**src/rtl/clock_divider_ctrl.sv**
```systemverilog
// Programmable slow-clock generator with glitch-free divisor reload and run/halt gating.
// Define CLKDIV_STEP_EN to add the single-period debug step input (i_step_req).
module clock_divider_ctrl #(
  parameter int unsigned CNT_W        = 16,
  parameter int unsigned DEFAULT_HALF = 64
) (
  input  logic             i_fastclk,
  input  logic             i_reset,
  input  logic             i_run,
  input  logic             i_div_load,
  input  logic [CNT_W-1:0] i_div_value,
`ifdef CLKDIV_STEP_EN
  input  logic             i_step_req,
`endif
  output logic             o_slowclk,
  output logic             o_slow_rise,
  output logic             o_slow_fall,
  output logic             o_load_busy,
  output logic             o_load_done
);

  localparam logic [CNT_W-1:0] HalfRst = CNT_W'(DEFAULT_HALF);
  localparam logic [CNT_W-1:0] One     = CNT_W'(1);

  logic [CNT_W-1:0] r_cnt;
  logic [CNT_W-1:0] r_half;
  logic [CNT_W-1:0] r_pending;
  logic             r_slowclk;
  logic             r_slow_rise;
  logic             r_slow_fall;
  logic             r_load_busy;
  logic             r_load_done;

  logic             w_active;
  logic             w_wrap;
  logic             w_apply;
  logic [CNT_W-1:0] w_half_m1;
  logic [CNT_W-1:0] w_div_sat;

`ifdef CLKDIV_STEP_EN
  logic r_step_active;

  assign w_active = i_run | r_slowclk | r_step_active;

  // A step may only start from full idle; it ends with its own falling toggle.
  always_ff @(posedge i_fastclk or posedge i_reset) begin
    if (i_reset) begin
      r_step_active <= 1'b0;
    end else if (!w_active && i_step_req) begin
      r_step_active <= 1'b1;
    end else if (w_wrap && r_slowclk) begin
      r_step_active <= 1'b0;
    end
  end
`else
  assign w_active = i_run | r_slowclk;
`endif

  assign w_half_m1 = r_half - One;
  assign w_wrap    = w_active && (r_cnt == w_half_m1);
  // Divisor swaps only where no phase is in progress, so duty cycle is never broken.
  assign w_apply   = !w_active || (w_wrap && r_slowclk);
  assign w_div_sat = (i_div_value == '0) ? One : i_div_value;

  always_ff @(posedge i_fastclk or posedge i_reset) begin
    if (i_reset) begin
      r_cnt       <= '0;
      r_half      <= HalfRst;
      r_pending   <= HalfRst;
      r_slowclk   <= 1'b0;
      r_slow_rise <= 1'b0;
      r_slow_fall <= 1'b0;
      r_load_busy <= 1'b0;
      r_load_done <= 1'b0;
    end else begin
      r_slow_rise <= w_wrap & ~r_slowclk;
      r_slow_fall <= w_wrap & r_slowclk;
      r_load_done <= 1'b0;

      if (!w_active) begin
        r_cnt     <= '0;
        r_slowclk <= 1'b0;
      end else if (w_wrap) begin
        r_cnt     <= '0;
        r_slowclk <= ~r_slowclk;
      end else begin
        r_cnt     <= r_cnt + One;
      end

      if (r_load_busy && w_apply) begin
        r_half      <= r_pending;
        r_load_busy <= 1'b0;
        r_load_done <= 1'b1;
      end else if (i_div_load && !r_load_busy) begin
        r_pending   <= w_div_sat;
        r_load_busy <= 1'b1;
      end
    end
  end

  assign o_slowclk   = r_slowclk;
  assign o_slow_rise = r_slow_rise;
  assign o_slow_fall = r_slow_fall;
  assign o_load_busy = r_load_busy;
  assign o_load_done = r_load_done;

endmodule

```
**config.mk**
```make
export PLATFORM = sky130hd
export DESIGN_NAME = clock_divider_ctrl
export DESIGN_NICKNAME = d
export VERILOG_FILES = /design/src/rtl/clock_divider_ctrl.sv
export SDC_FILE = /design/constraint.sdc
export NUM_CORES = 1
export LEC_CHECK = 0
export BUFFER_PORTS_ARGS = -buffer_cell sky130_fd_sc_hd__buf_4
export CORE_AREA = 4 4 79 81
export CTS_CLUSTER_DIAMETER = 100
export DETAILED_ROUTE_END_ITERATION = 12
export DIE_AREA = 0 0 83 85
export HOLD_SLACK_MARGIN = 0.15
export PLACE_DENSITY = 0.77
export REMOVE_ABC_BUFFERS = 1
export SYNTH_ARGS = -nofsm -noshare
export SYNTH_HDL_FRONTEND = slang
export SYNTH_SLANG_ARGS = --single-unit
```
**constraint.sdc**
```tcl
create_clock -name i_fastclk -period 3 [get_ports i_fastclk]
set_input_delay 0.45 -clock i_fastclk [delete_from_list [all_inputs] [get_ports i_fastclk]]
set_output_delay 0.45 -clock i_fastclk [all_outputs]
set_load 0.02 [all_outputs]
```
==> summary.md <==
| Metric | Value |
|---|---|
| Run status | `finished clean` |
| GRT Util Overall | `0.156` |
| Syn Area/Cell | `11.3 um^2` |
| CTS Hold Bufs | `0` |
| Relative slew margins | `0.293` |
| Delay-heaviest family, CP | `simple AND/OR/NAND/NOR gates` |
| Clk sinks | `53` |
| Hold Path Origin | `i_div_value[15]` |
| Clock latency on the worst-skew pair | `0.31 ns` |
| Final Setup Violations | `0` |
| FF-to-FF End | `r_half[11]` |
| Worst r2r path cells | `8` |
| CTS Buf Count | `5` |
| Post-CTS resize count | `0` |
| WHS Endpoint | `r_pending[15]` |
| CTS tree | `yes` |
| Final Instance Area | `approximately 3100 um^2` |
| Yosys cell types | `38` |
| Max FO, Critical Path | `18` |
| Layout cells sized above 1 | `0.298` |
| Worst Path Arrival | `3.04 ns` |
| Hold Path Class | `primary input to register` |
| Yosys reg bits | `53` |
| Total routed wirelength | `~5 mm` |
| Worst slew pin tran | `1.06 ns` |
| # DRC | `0` |
| CP Launch Type | `register` |
| Period utilization | `0.945` |
| Die W | `just over 80 um` |
| Post-synth top area share | `0.470` |
| Place WS | `0.0638 ns` |
| Worst vdd ir | `232 uV` |
| Worst reg2reg startpoint | `r_half[3]` |
| Synth top area cells | `dfrtp_1 47%, mux2_2 9.5%, xnor2_1 6.8%` |
| Root buffer cell | `clkbuf_8` |
| # H-tree levels | `2` |
| Leak Pwr | `0.00142 uW` |
| Clk slew on worst S/H paths | `0.10 ns` |
| R2r setup slk | `0.16 ns` |
| Die Ht | `85 um` |
| Max Freq | `roughly 350 MHz` |
| Placed Area | `between 3000 and 4000 um^2` |
| CP Class | `register to register` |
| Number of inserted diodes | `0` |
| Starting Density | `0.497` |
| Post-layout net count | `approximately 300` |
| CP required | `around 3.2 ns` |
| Setup TNS | `0 ns` |
| WL/cell | `14.5 um` |
| PnR worst setup slack | `about 0.16 ns` |
| Vias/cell | `about 5.3` |
| DR vias | `1835` |
| CP Capture Type | `register` |
| Number of synthesized flops with an enable pin | `0` |
| Total of max-cap violations | `0` |
| Initial DRT Pass Iterations | `4` |
| GR Layer Usage met2 | `0.249` |
| Final Hold Viols | `0` |
| Post-Syn Instances | `241` |
| Num rows | `27` |
| Core region area | `5470 um^2` |
| Synth top cells by count | `51 x dfrtp_1, 32 x nor2_1, 23 x mux2_2` |
| Num ports | `25` |
| Worst path buffer plus inverter count | `1` |
| Iter 0 DRT Violations | `75` |
| Clock buffer depth | `2` |
| Ys flop type | `dfrtp_1` |
| CP peak stage delay | `0.56 ns` |
| Grt ovf | `0` |
| Yosys warning count | `0` |
| Die area | `slightly above 7000 um^2` |
| Core Util, Final | `0.570` |
| CP cell instances | `or4_4 -> nor3_1 -> xor2_1 -> o311ai_2 -> nand4_2 -> o31ai_4 -> buf_12 -> mux2_2` |
| Syn Std Cell Area | `2720 um^2` |
| Post-DP HPWL | `~3.7 mm` |
| Vias in the first global route | `1849` |
| Final std cells w/o fill | `about 350` |
| Met3 Use GR | `0.0320` |
| Busiest grt layer | `met2` |
| Met1 Resource Use GR | `0.213` |
| Port bufs | `24` |
| Post-route ant nets | `0` |
| GP Congestion | `between 0.8 and 0.9` |
| Critical-path top delay cell | `or4_4` |
| PwrDens | `~390 nW/um^2` |
| Post-layout min period | `2.84 ns` |
| Post-synth ARST share | `1.00` |
| First-pass GRT wire length | `9.05 mm` |
| Hold depth | `2` |
| Unrepaired setup endpoints after global routing | `no` |
| Slew Viols, Final | `0` |
| DP Cell Count | `339` |
| Initial antenna violation count | `0` |
| Layout Skew | `~0.0061 ns` |
| Seq/Total Area, Yosys | `0.489` |
| Biggest area consumer among synthesized cells | `dfrtp_1` |
| Top-count cell post-synth | `dfrtp_1` |
| Largest net degree at the start of global routing | `54` |
| Post-CTS setup buffers | `0` |
| Synth-to-Final Area Change | `14.7%` |
==> per-layer routing <==
layer | up-vias | part of all wire
li1 | 904 | -
met1 | 888 | 0.47
met2 | 36 | 0.48
met3 | 7 | 0.035
met4 | 0 | 0.013
met5 | - | 0
==> kinds of logic after synthesis <==
group                      share of synthesized area
buffers and inverters                         0.0272
DFF                                            0.489
adders and majority gates                    0.00921
AOI/OAI and AO/OA                             0.0488
and+or+nand+nor                                0.170
muxes                                          0.143
xor gates and xnor gates                       0.113
==> power by group <==
part	internal (uW)	switching, uW	total [uW]
sequential	743	14.2	757
combinational	37.0	27.4	64.4
clock	166	242	408
==> through the flow <==
step / hold slack, ns / total power, uW
after floorplan: 0.475 / 803
after global placement: 0.488 / 836
after detailed placement: 0.490 / 838
after CTS: 0.367 / 1240
after global routing: 0.364 / 1280
final: 0.372 / 1230
==> sequential cells by signal, indices dropped and copies added, names as in the netlist <==
signal,cells
r_cnt,16
r_half,16
r_pending,16
o_load_busy,1
o_load_done,1
o_slow_fall,1
o_slow_rise,1
o_slowclk,1
==> worst reg2reg max path, cell delays in order (launching register included) <==
cell and delay [ns]:
dfrtp_1 0.41, or4_4 0.56, nor3_1 0.30, xor2_1 0.14, o311ai_2 0.32, nand4_2 0.20, o31ai_4 0.25, buf_12 0.20
mux2_2 0.36
==> worst max-delay path by stage <==
stage	start	end	slack [ns]	cells past startpoint
after global placement	r_half[0]	r_half[12]	0.23	10
final	r_half[3]	r_half[11]	0.16	8
after global routing	r_half[0]	r_half[5]	0.05	10
after CTS	r_half[3]	r_half[11]	0.06	8
after detailed placement	r_half[3]	r_half[11]	0.06	8
after floorplan	r_half[3]	r_half[10]	-0.19	7
==> placed cells by master (no fill, tap or decap), types with 6 or more instances in the layout <==
master,Yosys,final
mux2_4,8,8
inv_1,7,6
xor2_1,14,14
dfrtp_1,51,51
mux2_2,23,23
nor2_1,32,32
nand3_1,10,10
buf_4,0,31
nor3_1,6,6
nand2_1,11,11
xnor2_1,21,21
nor4_1,9,8
==> cell type report <==
| type | count | area, um^2 |
|---|---|---|
| fillers | 465 | 2360 |
| flip-flops and latches | 53 | 1330 |
| multi-input cells | 175 | 1330 |
| repair buffers | 32 | 253 |
| well taps | 72 | 90.1 |
| clock buffers | 5 | 68.8 |
| inverters | 7 | 26.3 |
| clock inverters | 3 | 21.3 |
Power figures use the tool's default switching activity.
